[src/rtl/wb_timer_slave.sv]
// wb_timer_slave: Wishbone B4 classic slave holding a RISC-V machine timer.
//   A 64-bit mtime counter advances on prescaler ticks. A 64-bit mtimecmp
//   register is compared against it to drive a level interrupt.
// Ports:
//   clk_i, rst_i       clock, asynchronous active-high reset
//   wb_cyc_i/wb_stb_i  request qualifiers
//   wb_we_i            write (1) / read (0)
//   wb_adr_i           byte address; only bits [4:2] are decoded
//   wb_dat_i/wb_sel_i  write data and byte lane enables
//   wb_ack_o/wb_dat_o  registered acknowledge and read data
//   timer_irq_o        registered machine-timer interrupt (mtime >= mtimecmp)
module wb_timer_slave #(
  parameter int unsigned ADDR_WIDTH = 32,
  parameter int unsigned DATA_WIDTH = 32,
  parameter logic [7:0]  DIV_RESET  = 8'd0
) (
  input  logic                    clk_i,
  input  logic                    rst_i,
  input  logic                    wb_cyc_i,
  input  logic                    wb_stb_i,
  output logic                    wb_ack_o,
  input  logic [ADDR_WIDTH-1:0]   wb_adr_i,
  input  logic [DATA_WIDTH-1:0]   wb_dat_i,
  output logic [DATA_WIDTH-1:0]   wb_dat_o,
  input  logic [DATA_WIDTH/8-1:0] wb_sel_i,
  input  logic                    wb_we_i,
  output logic                    timer_irq_o
);

  localparam int unsigned NB = DATA_WIDTH / 8;
  localparam int unsigned TW = 64;

  logic [TW-1:0]         r_mtime;
  logic [TW-1:0]         r_mtimecmp;
  logic                  r_en;
  logic [7:0]            r_div;
  logic [7:0]            r_pcnt;

  logic                  w_req;
  logic                  w_wr;
  logic                  w_rd;
  logic                  w_tick;
  logic [2:0]            w_off;
  logic [DATA_WIDTH-1:0] w_rdata;
  logic [DATA_WIDTH-1:0] w_ctrl;
  logic                  w_unused_adr;

  // Upper address bits belong to the interconnect's base decode.
  assign w_unused_adr = ^{wb_adr_i[ADDR_WIDTH-1:5], wb_adr_i[1:0]};

  assign w_off  = wb_adr_i[4:2];
  assign w_req  = wb_cyc_i & wb_stb_i & ~wb_ack_o;
  assign w_wr   = w_req & wb_we_i;
  assign w_rd   = w_req & ~wb_we_i;
  assign w_tick = r_en & (r_pcnt == r_div);
  assign w_ctrl = {16'd0, r_div, 7'd0, r_en};

  // Byte-lane merge of write data onto a current register word.
  function automatic logic [DATA_WIDTH-1:0] f_merge(
    input logic [DATA_WIDTH-1:0] i_old,
    input logic [DATA_WIDTH-1:0] i_new,
    input logic [NB-1:0]         i_sel
  );
    logic [DATA_WIDTH-1:0] v;
    v = i_old;
    for (int i = 0; i < int'(NB); i++) begin
      if (i_sel[i]) v[8*i +: 8] = i_new[8*i +: 8];
    end
    return v;
  endfunction

  // Read mux over the current register values.
  always_comb begin
    w_rdata = '0;
    case (w_off)
      3'd0:    w_rdata = r_mtime[31:0];
      3'd1:    w_rdata = r_mtime[63:32];
      3'd2:    w_rdata = r_mtimecmp[31:0];
      3'd3:    w_rdata = r_mtimecmp[63:32];
      3'd4:    w_rdata = w_ctrl;
      default: w_rdata = '0;
    endcase
  end

  // Bus handshake and read data capture.
  always_ff @(posedge clk_i or posedge rst_i) begin
    if (rst_i) begin
      wb_ack_o <= 1'b0;
      wb_dat_o <= '0;
    end else begin
      wb_ack_o <= wb_cyc_i & wb_stb_i & ~wb_ack_o;
      if (w_rd) wb_dat_o <= w_rdata;
    end
  end

  // Control register and prescaler; a ctrl write restarts the prescale phase.
  always_ff @(posedge clk_i or posedge rst_i) begin
    if (rst_i) begin
      r_en   <= 1'b1;
      r_div  <= DIV_RESET;
      r_pcnt <= 8'd0;
    end else begin
      if (w_wr && w_off == 3'd4) begin
        if (wb_sel_i[0]) r_en  <= wb_dat_i[0];
        if (wb_sel_i[1]) r_div <= wb_dat_i[15:8];
        r_pcnt <= 8'd0;
      end else if (r_en) begin
        r_pcnt <= w_tick ? 8'd0 : r_pcnt + 8'd1;
      end
    end
  end

  // mtime: a software write to either word suppresses that cycle's tick.
  always_ff @(posedge clk_i or posedge rst_i) begin
    if (rst_i) begin
      r_mtime <= '0;
    end else if (w_wr && w_off == 3'd0) begin
      r_mtime[31:0] <= f_merge(r_mtime[31:0], wb_dat_i, wb_sel_i);
    end else if (w_wr && w_off == 3'd1) begin
      r_mtime[63:32] <= f_merge(r_mtime[63:32], wb_dat_i, wb_sel_i);
    end else if (w_tick) begin
      r_mtime <= r_mtime + TW'(1);
    end
  end

  // mtimecmp register.
  always_ff @(posedge clk_i or posedge rst_i) begin
    if (rst_i) begin
      r_mtimecmp <= '1;
    end else if (w_wr && w_off == 3'd2) begin
      r_mtimecmp[31:0] <= f_merge(r_mtimecmp[31:0], wb_dat_i, wb_sel_i);
    end else if (w_wr && w_off == 3'd3) begin
      r_mtimecmp[63:32] <= f_merge(r_mtimecmp[63:32], wb_dat_i, wb_sel_i);
    end
  end

  // Level interrupt from the current-cycle compare.
  always_ff @(posedge clk_i or posedge rst_i) begin
    if (rst_i) timer_irq_o <= 1'b0;
    else       timer_irq_o <= (r_mtime >= r_mtimecmp);
  end

endmodule

[config.mk]
export PLATFORM = sky130hd
export DESIGN_NAME = wb_timer_slave
export DESIGN_NICKNAME = d
export VERILOG_FILES = /design/src/rtl/wb_timer_slave.sv
export SDC_FILE = /design/constraint.sdc
export NUM_CORES = 1
export LEC_CHECK = 0
export BUFFER_PORTS_ARGS = -buffer_cell sky130_fd_sc_hd__buf_2
export CORE_ASPECT_RATIO = 0.7
export CORE_MARGIN = 4
export CORE_UTILIZATION = 49
export DETAILED_ROUTE_END_ITERATION = 8
export HOLD_SLACK_MARGIN = 0.12
export MAX_ROUTING_LAYER = met4
export PLACE_DENSITY_LB_ADDON = 0.3
export SYNTH_ARGS = -nofsm -noshare
export SYNTH_HDL_FRONTEND = slang
export SYNTH_SLANG_ARGS = --single-unit
[constraint.sdc]
create_clock -name clk_i -period 6.4 [get_ports clk_i]
set_input_delay 1.92 -clock clk_i [delete_from_list [all_inputs] [get_ports clk_i]]
set_output_delay 1.92 -clock clk_i [all_outputs]
set_load 0.02 [all_outputs]
=== Word level (Yosys, flattened, before mapping) ===
Cells that the tools add are included.
Widths: inputs -> output; s select.

* Input bits: 73
* Word-level logic and storage cells: 87
* Register bits: 179

* $add $sub $neg: 2
* Bitwise logic cells: 9
* Eq/ne operators: 14
* Reduce and logical (&&, ||, !) cells: 27
* $lt $le $gt $ge: 1
* Muxes and demuxes: 12

{| class="wikitable"
|+ Operators with widths
! kind !! number
|-
| $pmux 32 s5 || 1
|-
| $mux 32 || 3
|-
| $add 64x1->64 const B || 1
|-
| $ge 64x64->1 || 1
|-
| $mux 64 || 1
|-
| $mux 8 || 7
|-
| $reduce_and 3->1 || 12
|-
| $ne 2x2->1 const B || 9
|-
| $reduce_and 2->1 || 6
|-
| $add 8x1->8 const B || 1
|-
| $eq 8x8->1 || 1
|-
| $eq 3x2->1 const B || 2
|-
| $reduce_bool 2->1 || 3
|-
| $and 1x1->1 || 5
|-
| $logic_and 1x1->1 || 5
|-
| $not 1->1 || 4
|-
| $eq 3x1->1 const B || 1
|-
| $eq 3x3->1 const B || 1
|-
| $logic_not 3->1 || 1
|}

=== Depth between registers and ports, before layout ===
* Depth after elaboration: 6
* Mapped depth: 10
* Gate-level depth less buffers: 8

=== Least setup slack after synthesis ===
No wires, ideal clock.

* Kind: input -> register
* Start: input wb_adr_i[2]
* End: register r_mtime[13]
* Arrival: 3.694 ns
* Cell stages on the path: 9
* Library setup time: 0.077 ns
* Path slack: 2.628 ns
* Data required time: 6.323 ns
* Path buffers: 3
* Path through: buf_6 -> nor3b_4 -> and2_4 -> buf_6 -> or4_4 -> buf_6 -> o21ai_1 -> or3b_1 -> a21oi_1

* Longest elaborated chain between the ends: 4
* Elaborated cells on any way between the ends: 9
* Those cells by class: eq/ne (3); mux (1); reduce/logical (5)

{| class="wikitable"
|+ Ends and longest elaborated chain
! element !! line !! text
|-
| start: declaration || 22 || <nowiki>input logic [ADDR_WIDTH-1:0] wb_adr_i,</nowiki>
|-
| $eq 3x1->1 / $logic_not 3->1 (equally long branches) || 119, 117 ||
|-
| $logic_and 1x1->1 (on tied branches) || 119, 117 ||
|-
| $ne 2x2->1 (no source line) / $reduce_bool 2->1 (equally long branches) || - ||
|-
| $reduce_and 3->1 (no source line) || - ||
|-
| end signal: assignment || 118 || <nowiki>r_mtime[31:0] <= f_merge(r_mtime[31:0], wb_dat_i, wb_sel_i);</nowiki>
|-
| end signal: assignment || 122 || <nowiki>r_mtime <= r_mtime + TW'(1);</nowiki>
|-
| end: declaration || 33 || <nowiki>logic [TW-1:0] r_mtime;</nowiki>
|}

Several ways; a longest one is shown, not always the timed one.
A chain may end at the register's enable or synchronous reset.

=== Worst setup path in the final report ===
* Start: input wb_cyc_i
* End: register r_mtime[15]

* Longest elaborated chain between the ends: 6
* Elaborated cells on any way between the ends: 10
* Those cells by class: eq/ne (2); mux (1); bitwise (3); reduce/logical (4)

{| class="wikitable"
|+ Ends and longest elaborated chain
! element !! line !! text
|-
| start: declaration || 19 || <nowiki>input logic wb_cyc_i,</nowiki>
|-
| $and 1x1->1 (*) (2 in series) || 52 || <nowiki>assign w_req = wb_cyc_i & wb_stb_i & ~wb_ack_o;</nowiki>
|-
| $and 1x1->1 (*) || 53 || <nowiki>assign w_wr = w_req & wb_we_i;</nowiki>
|-
| $logic_and 1x1->1 (on tied branches) || 117, 119 ||
|-
| $ne 2x2->1 (no source line) / $reduce_bool 2->1 (equally long branches) || - ||
|-
| $reduce_and 3->1 (no source line) || - ||
|}

Mark *: on every way between the ends. The rest lies on a longest branch, timed or not.

==> impl_metrics.toml <==
[outcome]
status = "finished, final reports clean"

[pwr]
internal_power_w = 0.00212
comb_power_share_pct = 20.6
switching_power_w = 0.00106
p_sw_share_pct = 33.3
pwr-share-seq_pct = 45.7
p_leak_nw = 5.21
peakVddDrop_mv = 0.200
clock_power_share_pct = 33.6
power_density_nw_per_um2 = 258
total_power_w = 0.00318

[critical_path]
crit_top_cell = "buf_4"
cp.arrival_ns = 4.55
end_kind = "flip-flop"
startpoint = "wb_cyc_i"
crit_required_ns = 6.73
max_stage_delay_ns = 0.47
cpMaxStageDelayCell = "or3_1"
crit_family = "simple AND/OR/NAND/NOR gates"
startpoint_type = "primary input"
path_class = "primary input to flip-flop"
crit_path_cell_trace = "buf_2 > and4b_1 > buf_4 > and2_4 > nor4_4 > buf_4 > nand2_1 > or3_1 > a32o_1"
cp_num_buf_inv = 3
r2r-start = "r_mtime[1]"
path_max_fanout = 18

[placement]
dp_hpwl_um = 25200
post-place-cells = 1512
portBuffers = 77
gp_congestion = 0.963

[clock_network]
clockRootBuffer = "clkbuf_16"
htree_levels = 4
insertion_delay_ns = 0.45
cts_tree = "built"
cts_resized = 0
cts_buffers = 17
postCtsHoldBufs = 0
cts_setup_buffers = 0
cts_sinks = 179
clockBufferDepth = 2
clkTransAtPathRegs_ns = 0.07

[floorplan]
fp.dieH_um = 134
die_w_um = 188
initial_utilization_pct = 50.7
core_um2 = 22000
rows = 45
die_area_um2 = 25300
pin_count = 107

[grt]
use_met2_pct = 37.0
met1_usage_pct = 40.8
met3_usage_pct = 10.3
grt.overflow.total = 0
grt_pass1_wl_um = 54300
grt_pass1_vias = 9380
grt_usage_pct = 28.3
grt_max_degree = 180
grt-busiest-layer = "met1"
antenna_found_initial = 2

[cells_and_area]
seqCellArea_um2 = 4560
fillers = 1936
drive_gt1_share_pct = 22.9
syn2layout_area_growth_pct = 10.7
finish.net_count = 1365
finalNonFillerCells = 1546
multi_input_area_um2 = 6050

[route]
drtPass1Iterations = 6
wl_um = 34800
post_drt_via_cell_ratio = 6.51
dr_total_vias = 10100
routedWlPerCell_um = 22.5
ant_nets = 0
drtIter0Drc = 1337
drc = 0

[timing]
worstMarginPinSlew_ns = 1.41
hold_violations = 0
setup_viol = 0
fin_crit_ns = 4.22
finClkSkew_ns = 0.0163
worst_slew_margin_rel_pct = 5.06
setup_tns_ns = 0
slew_violations = 0
rsz0062_at_grt = "false"
fmax_ghz = 0.237
fin_crit_sh_pct = 65.9

[hold_path]
worstHoldPathType = "flip-flop to flip-flop"
hp-start = "wb_ack_o"

[synthesis]
synthArstFlopShare_pct = 100
synth.most_common_cell = "nand2_1"
synth_cell_types = 74
synthTopCellsByArea = "dfrtp_1 26%, dfstp_2 15%, mux2_2 7.6%"
synth_fp_nets = 1323
synth-main-ff-cell = "dfrtp_1"
yosys_warnings = 0
synth_top_area_share_pct = 25.6
synth_cells = 1184
synthTopCellsByCount = "126 x nand2_1, 114 x dfrtp_1, 93 x a21oi_1, 75 x mux2_2, 72 x inv_1"
ys_ff_latch = 179
synth.largest_area_cell = "dfrtp_1"
synth_edf_count = 0
syn-cell-area_um2 = 11200
ys_seq_area_share_pct = 40.9
synth_area_per_cell_um2 = 9.43

[flow_run]
maxCapViolCount = 0
-- area by class of cell --
class | instances | area share [%]
clock buffer | 18 | 3.47
multi-input combinational | 866 | 49.0
clock inverter | 14 | 1.32
inverter | 72 | 2.22
tap | 305 | 3.09
antenna | 2 | 0.0405
timing repair buffer | 90 | 4.01
sequential | 179 | 36.9
-- layer usage --
layer | up-vias | wire (µm)
met5 | - | 0
met4 | 0 | 875
met3 | 76 | 4590
met2 | 591 | 13700
met1 | 4876 | 15600
li1 | 4523 | -
-- cell usage in the layout, fill, tap and decap left out, types with 19 or more instances in the layout --
| cell type | count |
|---|---|
| a21oi_1 | 93 |
| a221oi_1 | 26 |
| a22o_1 | 32 |
| a22oi_1 | 19 |
| and3_1 | 23 |
| buf_2 | 77 |
| dfrtp_1 | 114 |
| dfstp_2 | 65 |
| ha_1 | 66 |
| inv_1 | 71 |
| mux2_2 | 75 |
| nand2_1 | 125 |
| nand3_1 | 34 |
| nand4_1 | 36 |
| nor2_1 | 49 |
| o21ai_0 | 68 |
| o22a_1 | 21 |
| o22ai_1 | 25 |
-- cell families after synthesis --
family,share of synthesized area [%]
AOI/OAI and AO/OA,22.5
xor gates and xnor gates,1.18
adders and majority gates,7.40
buffers and inverters,5.04
DFF,40.9
muxes,7.74
and+or+nand+nor,15.3
-- power groups by stage --
stage / clock, W / combinational [W] / sequential [W]
3_5_place_dp: 0 / 0.000641 / 0.00147
3_3_place_gp: 0 / 0.000621 / 0.00146
5_1_grt: 0.00114 / 0.000735 / 0.00147
6_report: 0.00107 / 0.000657 / 0.00146
2_1_floorplan: 0 / 0.000439 / 0.00144
4_1_cts: 0.00108 / 0.000646 / 0.00145
-- worst paths after layout --
kind / slack, ns / cells after the start / end
max in group asynchronous: 3.89 / 3 / r_mtime[54]
worst min-delay path: 0.46 / 1 / wb_ack_o
worst max-delay path: 2.18 / 9 / r_mtime[15]
worst max register to register: 2.78 / 7 / r_mtime[50]
worst min register to register: 0.46 / 1 / wb_ack_o
min in group asynchronous: 1.71 / 3 / wb_dat_o[14]
-- metrics by stage --
stage          hold slack, ns  utilization (%)  worst slack, ns  instance area [µm²]
4_1_cts                 0.462             56.1             2.30                12400
6_report                0.464             56.1             2.18                12400
2_1_floorplan           0.516                -             2.24                11200
5_1_grt                 0.478             56.1             2.14                12400
3_5_place_dp            0.451             53.4             1.84                11800
3_3_place_gp            0.446             53.4             1.84                11800
-- state kept, by name, summed over array words and instances (netlist names) --
signal,count
r_div,8
r_en,1
r_mtime,64
r_mtimecmp,64
r_pcnt,8
timer_irq_o,1
wb_ack_o,1
wb_dat_o,32
-- worst reg2reg max path, cell delays in order, from the launching register on --
cell and delay, ns:
dfrtp_1 0.47, ha_1 0.31, nand4_1 0.28, nor3_1 0.79, and3_1 0.71, nand3_1 0.46, o22a_1 0.30, o22a_1 0.19
No activity file was read; power rests on OpenSTA's default activity.
